$ cat src/rtl/mem_pkg.sv
// Shared types for the instruction/data RAM port arbiter: access modes,
// grant owner, arbiter state and the load/store mode legality check.
package mem_pkg;

    typedef enum logic [2:0] {
        LB  = 3'b000,
        LH  = 3'b001,
        LW  = 3'b010,
        LBU = 3'b100,
        LHU = 3'b101
    } mem_mode_t;

    // Stores share the funct3 codes of the signed loads.
    localparam mem_mode_t SB = LB;
    localparam mem_mode_t SH = LH;
    localparam mem_mode_t SW = LW;

    typedef enum logic {
        GR_IF = 1'b0,
        GR_D  = 1'b1
    } grant_t;

    typedef enum logic {
        IDLE = 1'b0,
        BUSY = 1'b1
    } arb_state_t;

    function automatic logic is_legal_mode(input logic wen, input logic [2:0] mode);
        case (mode)
            3'b000, 3'b001, 3'b010: is_legal_mode = 1'b1;
            3'b100, 3'b101:         is_legal_mode = !wen;
            default:                is_legal_mode = 1'b0;
        endcase
    endfunction

endpackage

$ cat src/rtl/mem_lane_align.sv
// Byte-lane handling between the 32-bit core data bus and the RAM word:
// store enables/replication, misalignment detect and load extraction.
module mem_lane_align
    import mem_pkg::*;
(
    input  logic [2:0]  req_mode,
    input  logic [1:0]  req_a,
    input  logic [31:0] req_wdata,
    output logic [3:0]  st_be,
    output logic [31:0] st_wdata,
    output logic        misaligned,
    input  logic [2:0]  ld_mode,
    input  logic [1:0]  ld_a,
    input  logic [31:0] ld_rdata,
    output logic [31:0] ld_data
);

    logic [7:0]  ld_byte;
    logic [15:0] ld_half;

    always_comb begin
        st_be    = 4'b1111;
        st_wdata = req_wdata;
        case (req_mode)
            SB: begin
                st_be    = 4'b0001 << req_a;
                st_wdata = {4{req_wdata[7:0]}};
            end
            SH: begin
                st_be    = req_a[1] ? 4'b1100 : 4'b0011;
                st_wdata = {2{req_wdata[15:0]}};
            end
            default: ;
        endcase
    end

    // Covers LH/LHU/SH (x01) and LW/SW (010); illegal codes are flagged elsewhere.
    assign misaligned = ((req_mode[1:0] == 2'b01) && req_a[0]) ||
                        ((req_mode[1:0] == 2'b10) && (req_a != 2'b00));

    always_comb begin
        case (ld_a)
            2'd0:    ld_byte = ld_rdata[7:0];
            2'd1:    ld_byte = ld_rdata[15:8];
            2'd2:    ld_byte = ld_rdata[23:16];
            default: ld_byte = ld_rdata[31:24];
        endcase
        ld_half = ld_a[1] ? ld_rdata[31:16] : ld_rdata[15:0];
        case (ld_mode)
            LB:      ld_data = {{24{ld_byte[7]}}, ld_byte};
            LBU:     ld_data = {24'd0, ld_byte};
            LH:      ld_data = {{16{ld_half[15]}}, ld_half};
            LHU:     ld_data = {16'd0, ld_half};
            LW:      ld_data = ld_rdata;
            default: ld_data = 32'd0;
        endcase
    end

endmodule

$ cat src/rtl/mem_port_arbiter.sv
// Shares one single-port RAM between instruction fetch and load/store with
// round-robin arbitration and at most one transaction in flight.
module mem_port_arbiter
    import mem_pkg::*;
#(
    parameter int RAM_LAT = 1
) (
    input  logic        clk,
    input  logic        rst,
    input  logic        if_req,
    input  logic [31:0] if_addr,
    output logic        if_ready,
    output logic        if_rvalid,
    output logic [31:0] if_rdata,
    output logic        if_err,
    input  logic        d_req,
    input  logic        d_wen,
    input  logic [2:0]  d_mode,
    input  logic [31:0] d_addr,
    input  logic [31:0] d_wdata,
    output logic        d_ready,
    output logic        d_rvalid,
    output logic [31:0] d_rdata,
    output logic        d_err,
    output logic        ram_en,
    output logic        ram_we,
    output logic [3:0]  ram_be,
    output logic [29:0] ram_addr,
    output logic [31:0] ram_wdata,
    input  logic [31:0] ram_rdata,
    output arb_state_t  dbg_state
);

    // Handshake: a requester holds *_req and its operands stable until the cycle
    // *_ready pulses; the request is taken in that cycle. The response is a single
    // *_rvalid pulse RAM_LAT cycles later and cannot be stalled.
    localparam logic [1:0] CNT_LAST = 2'(RAM_LAT - 1);

    arb_state_t  state, state_nxt;
    logic [1:0]  cnt, cnt_nxt;
    grant_t      last_grant, last_grant_nxt;
    grant_t      cap_gr;
    logic [1:0]  cap_a;
    logic [2:0]  cap_mode;
    logic        cap_wen, cap_err;

    logic        busy_last, can_issue, grant_d, grant_if, issue, done;
    logic        d_misaligned, d_err_req, if_err_req;
    logic [3:0]  st_be;
    logic [31:0] st_wdata, ld_data;

    mem_lane_align u_align (
        .req_mode  (d_mode),
        .req_a     (d_addr[1:0]),
        .req_wdata (d_wdata),
        .st_be     (st_be),
        .st_wdata  (st_wdata),
        .misaligned(d_misaligned),
        .ld_mode   (cap_mode),
        .ld_a      (cap_a),
        .ld_rdata  (ram_rdata),
        .ld_data   (ld_data)
    );

    // The final BUSY cycle both retires the old transaction and may issue a new one.
    assign busy_last  = (state == BUSY) && (cnt == CNT_LAST);
    assign can_issue  = !rst && ((state == IDLE) || busy_last);
    assign grant_d    = can_issue && d_req && (!if_req || (last_grant == GR_IF));
    assign grant_if   = can_issue && if_req && !grant_d;
    assign issue      = grant_d || grant_if;
    assign done       = !rst && busy_last;
    assign d_err_req  = !is_legal_mode(d_wen, d_mode) || d_misaligned;
    assign if_err_req = (if_addr[1:0] != 2'b00);
    assign dbg_state  = state;

    always_ff @(posedge clk) begin
        if (rst) begin
            state      <= IDLE;
            cnt        <= 2'd0;
            last_grant <= GR_IF;
            cap_gr     <= GR_IF;
            cap_a      <= 2'd0;
            cap_mode   <= 3'd0;
            cap_wen    <= 1'b0;
            cap_err    <= 1'b0;
        end else begin
            state      <= state_nxt;
            cnt        <= cnt_nxt;
            last_grant <= last_grant_nxt;
            if (issue) begin
                cap_gr   <= grant_d ? GR_D : GR_IF;
                cap_a    <= grant_d ? d_addr[1:0] : if_addr[1:0];
                cap_mode <= d_mode;
                cap_wen  <= grant_d && d_wen;
                cap_err  <= grant_d ? d_err_req : if_err_req;
            end
        end
    end

    always_comb begin
        state_nxt      = state;
        cnt_nxt        = cnt;
        last_grant_nxt = last_grant;
        case (state)
            IDLE: begin
                if (issue) begin
                    state_nxt = BUSY;
                    cnt_nxt   = 2'd0;
                end
            end
            BUSY: begin
                if (cnt != CNT_LAST) begin
                    cnt_nxt = cnt + 2'd1;
                end else if (issue) begin
                    cnt_nxt = 2'd0;
                end else begin
                    state_nxt = IDLE;
                end
            end
            default: state_nxt = IDLE;
        endcase
        if (issue) begin
            last_grant_nxt = grant_d ? GR_D : GR_IF;
        end
    end

    always_comb begin
        if_ready  = grant_if;
        d_ready   = grant_d;
        ram_en    = 1'b0;
        ram_we    = 1'b0;
        ram_be    = 4'b0000;
        ram_addr  = 30'd0;
        ram_wdata = 32'd0;
        // Errored requests are acknowledged but never reach the RAM.
        if (grant_d && !d_err_req) begin
            ram_en    = 1'b1;
            ram_we    = d_wen;
            ram_be    = d_wen ? st_be : 4'b1111;
            ram_addr  = d_addr[31:2];
            ram_wdata = d_wen ? st_wdata : 32'd0;
        end else if (grant_if && !if_err_req) begin
            ram_en    = 1'b1;
            ram_be    = 4'b1111;
            ram_addr  = if_addr[31:2];
        end

        if_rvalid = done && (cap_gr == GR_IF);
        if_err    = if_rvalid && cap_err;
        if_rdata  = (if_rvalid && !cap_err) ? ram_rdata : 32'd0;
        d_rvalid  = done && (cap_gr == GR_D);
        d_err     = d_rvalid && cap_err;
        d_rdata   = (d_rvalid && !cap_err && !cap_wen) ? ld_data : 32'd0;
    end

endmodule

$ cat config.mk
export PLATFORM = sky130hd
export DESIGN_NAME = mem_port_arbiter
export DESIGN_NICKNAME = d
export VERILOG_FILES = /design/src/rtl/mem_pkg.sv /design/src/rtl/mem_lane_align.sv /design/src/rtl/mem_port_arbiter.sv
export SDC_FILE = /design/constraint.sdc
export NUM_CORES = 1
export LEC_CHECK = 0
export CAP_MARGIN = 20
export CORE_ASPECT_RATIO = 0.8
export CORE_UTILIZATION = 29
export DETAILED_ROUTE_END_ITERATION = 7
export PLACE_DENSITY = 0.78
export SYNTH_ARGS = -nofsm -noshare
export SYNTH_HDL_FRONTEND = slang
export SYNTH_HIERARCHICAL = 1
export SYNTH_SLANG_ARGS = --single-unit
$ cat constraint.sdc
create_clock -name clk -period 2.5 [get_ports clk]
set_clock_uncertainty 0.1 [all_clocks]
set_input_delay 0.5 -clock clk [delete_from_list [all_inputs] [get_ports clk]]
set_output_delay 0.5 -clock clk [all_outputs]
set_load 0.05 [all_outputs]
==> flow_metrics.py <==
metrics = {
    "power_and_ir_drop": {
        "intPower_mw": 1.316,
        "power.share.sequential_pct": 9.3,
        "powerDensity_nw_per_um2": 243.4,
        "clkPwrFrac_pct": 13.5,
        "leakage_nw": 3.996,
        "p_sw_share_pct": 42.23,
        "ir_drop_mv": 0.2462,
        "combPwrFrac_pct": 77.2,
        "power.switching_mw": 0.9621,
        "design_power_total_mw": 2.278,
    },
    "grt": {
        "grt_pass1_wl_um": 35000,
        "grt_usage_pct": 41.57,
        "antenna_found_initial": 3,
        "grt_max_degree": 26,
        "grt_pass1_vias": 5740,
        "grt_overflow_total": 0,
    },
    "placed_design": {
        "dp_cells": 854,
        "io_buffers": 274,
        "hpwl_um": 14930,
        "placed_cell_area_um2": 8215,
        "gp_congestion": 0.9456,
    },
    "critical_path": {
        "slowest_delay_ps": 330,
        "worstSetupPathType": "flop to output pin",
        "crit_chain": "inv_2 > ha_4 > nand2b_4 > and4b_2 > nor3b_4 > buf_6 > buf_12 > buf_16 > a22o_4 > buf_12",
        "worst_path_most_repeated_cell": "buf_12",
        "cp-end-kind": "output pin",
        "cp-start-kind": "flop",
        "crit_required_ps": 1900,
        "crit_fanout": 5,
        "critPathSlowestCell": "dfxtp_2",
        "arrival_ps": 2170,
    },
    "timing": {
        "setup_viol": 117,
        "hold_viol_final": 0,
        "setup_slack_ps": -272.7,
        "period_share_pct": 110.9,
        "worstMarginPinSlew_ps": 643.5,
        "rsz0062_at_grt": "true",
        "slew_viol_final": 0,
        "fmax_mhz": 360.7,
        "worst_hold_slack_ps": 475.1,
        "slew-limit-headroom_pct": 56.94,
        "period_needed_ps": 2773,
    },
    "synth": {
        "yosysUniqueCellTypes": 51,
        "synth_top_family_by_area": "simple AND/OR/NAND/NOR gates",
        "synthArstFlopShare_pct": 0,
        "synth_flop_cell": "dfxtp_1",
        "synth_cells": 406,
        "synth_simple_gate_area_share_pct": 31.75,
        "synth-edff-count": 0,
        "seq_area_frac_synth_pct": 7.082,
        "synth.area.mux_share_pct": 20.40,
        "synth_fa_ha_area_share_pct": 0.8048,
        "synth_compound_area_share_pct": 29.94,
        "ys_warn_count": 6,
        "synthesis.nets": 544,
        "avgSynthCellArea_um2": 7.658,
        "yosys_register_bits": 11,
        "synthXorXnorAreaFrac_pct": 0,
        "synth_area_leaders": "and2_1, mux2_2, a22o_1",
        "yosysTopAreaCell": "and2_1",
        "synth_area_um2": 3109,
        "synth_top_area_share_pct": 20.12,
    },
    "floorplan": {
        "coreArea_um2": 10320,
        "pin_count": 275,
        "die_y_um": 94.62,
        "die_w_um": 117.8,
        "start_util_pct": 30.12,
        "die_area_um2": 11140,
        "rows": 33,
    },
    "drt": {
        "wl_per_cell_um": 28.33,
        "first_iter_violations": 590,
        "drc": 0,
        "antenna_left": 0,
        "drt-total-wl_um": 25700,
        "num_vias": 5467,
        "dr.pass1.iters": 5,
        "vias_per_cell": 6.028,
    },
    "clocking": {
        "clock-root-buffer": "clkbuf_16",
        "cts_buffer_depth": 2,
        "cts.clk_slew.worst_paths_ps": 50,
        "clock_latency_ps": 240,
        "numCtsBuffers": 3,
        "cts.sinks": 11,
        "htreeDepth": 1,
        "holdBufCountCts": 0,
        "cts_tree": "built",
    },
    "finish": {
        "post-route-cell-area_um2": 9360,
        "area_delta_synth_final_pct": 201.0,
        "drive_above_1_share_pct": 61.75,
        "fillers": 368,
        "finalNonFillerCells": 907,
        "multiInputGateArea_um2": 3219,
        "regArea_um2": 226.5,
        "postLayoutCoreUtil_pct": 90.68,
        "fin_nets": 905,
    },
    "flow_run": {
        "maxCapViolCount": 0,
    },
    "hold_path": {
        "min_path_type": "flop to flop",
    },
    "outcome": {
        "outcome": "finished, violations left",
        "violations": "setup timing",
    },
}
==> power by group through the flow <==
stage	registers [mW]	clock network, mW	logic, mW
floorplan	0.203	0	0.685
global placement	0.208	0	1.38
detailed placement	0.209	0	1.42
CTS	0.210	0.293	1.63
global route	0.214	0.323	1.79
finish	0.213	0.308	1.76
==> stage by stage <==
step	setup TNS, ps	setup WS (ps)
global placement	-53890	-582.7
global route	-23820	-319.4
CTS	-10970	-168.7
detailed placement	-60250	-614.5
floorplan	-10320	-315.0
finish	-16910	-272.7
==> worst paths after layout <==
path | start | endpoint | slack (ps) | cells after the start
worst max-delay path | cnt[1]$_SDFF_PP0_ | ram_addr[24] | -270 | 10
worst min-delay path | cap_mode[0]$_SDFFE_PP0P_ | cap_mode[0]$_SDFFE_PP0P_ | 480 | 2
worst max register to register | cnt[1]$_SDFF_PP0_ | cap_err$_SDFFE_PP0P_ | 330 | 11
worst min register to register | cap_mode[0]$_SDFFE_PP0P_ | cap_mode[0]$_SDFFE_PP0P_ | 480 | 2
==> what timing repair did <==
| item | CTS | global route |
|---|---|---|
| endpoints found under the setup margin | 138 | 132 |
| buffers inserted | 23 | 7 |
| cloned | 17 | 5 |
| endpoints found under the hold margin | 0 | 0 |
| pin swaps | 44 | 18 |
| resized for setup | 181 | 15 |
==> cell usage in the layout, fill, tap and decap left out, types with 5 or more instances in the layout <==
master           Yosys  final
buf_16               0     12
nand2_1              6      6
a21oi_1             34     33
a221o_1              5      5
buf_6                4     23
mux4_2               3      6
mux2_2              26     24
buf_12               0    151
a22o_4               0     30
buf_4               14     75
a22oi_1             17     17
clkdlybuf4s50_1      0     99
and2_4               0     96
clkbuf_16            0      7
dlygate4sd2_1        0     32
nor2_1              31     28
o21ai_0              5      5
dfxtp_1             11      6
mux2i_1             18     18
dfxtp_2              0      5
a211oi_1            16     12
==> registers in the layout (all words and copies together) (netlist names) <==
| register | count |
|---|---|
| cap_a | 2 |
| cap_err | 1 |
| cap_gr | 1 |
| cap_mode | 3 |
| cap_wen | 1 |
| cnt | 2 |
| dbg_state | 1 |
==> logic make-up after synthesis <==
kind of cell             after synthesis
adder cells (fa/ha/maj)                2
flip-flops                            11
buffers and inverters                 54
AO/OA/AOI/OAI                        124
multiplexers                          51
AND/OR/NAND/NOR                      164
==> Yosys cell counts, types with 3 or more instances <==
master	n
o22a_1	4
a22o_1	30
nand2_1	6
mux4_2	3
a221o_1	5
nor4b_1	3
a211oi_1	16
nand2b_1	3
buf_4	14
o21ai_0	5
a21oi_1	34
nor2_1	31
nor2b_1	4
inv_1	6
a211o_1	3
a22oi_1	17
mux2_2	26
dfxtp_1	11
buf_6	4
buf_2	10
and2_1	100
clkbuf_1	13
mux4_1	3
mux2i_1	18
==> critical path: cells and delay by family (launching register included) <==
family                     cells  cell delay [ps]
adders and majority gates      1              150
AOI/OAI and AO/OA              1              260
buffers and inverters          5              600
and+or+nand+nor                3              580
DFF                            1              330
==> metal layers <==
metal  GRT usage, %  vias up  routed length (um)
met5              0        -                  13
met1          44.39     2636                8805
met4          24.47        2                1596
met3          11.17      140                2545
li1               -     2212                   -
met2          74.80      477               12740
==> layout make-up <==
type / count / share of cell area [%]
Inverter: 8 / 0.4545
Tap cell: 140 / 1.871
Multi-Input combinational cell: 341 / 34.39
Timing Repair Buffer: 402 / 59.98
Antenna cell: 1 / 0.02673
Sequential cell: 11 / 2.419
Clock buffer: 3 / 0.8020
Clock inverter: 1 / 0.05347
Power figures use the tool's default switching activity.
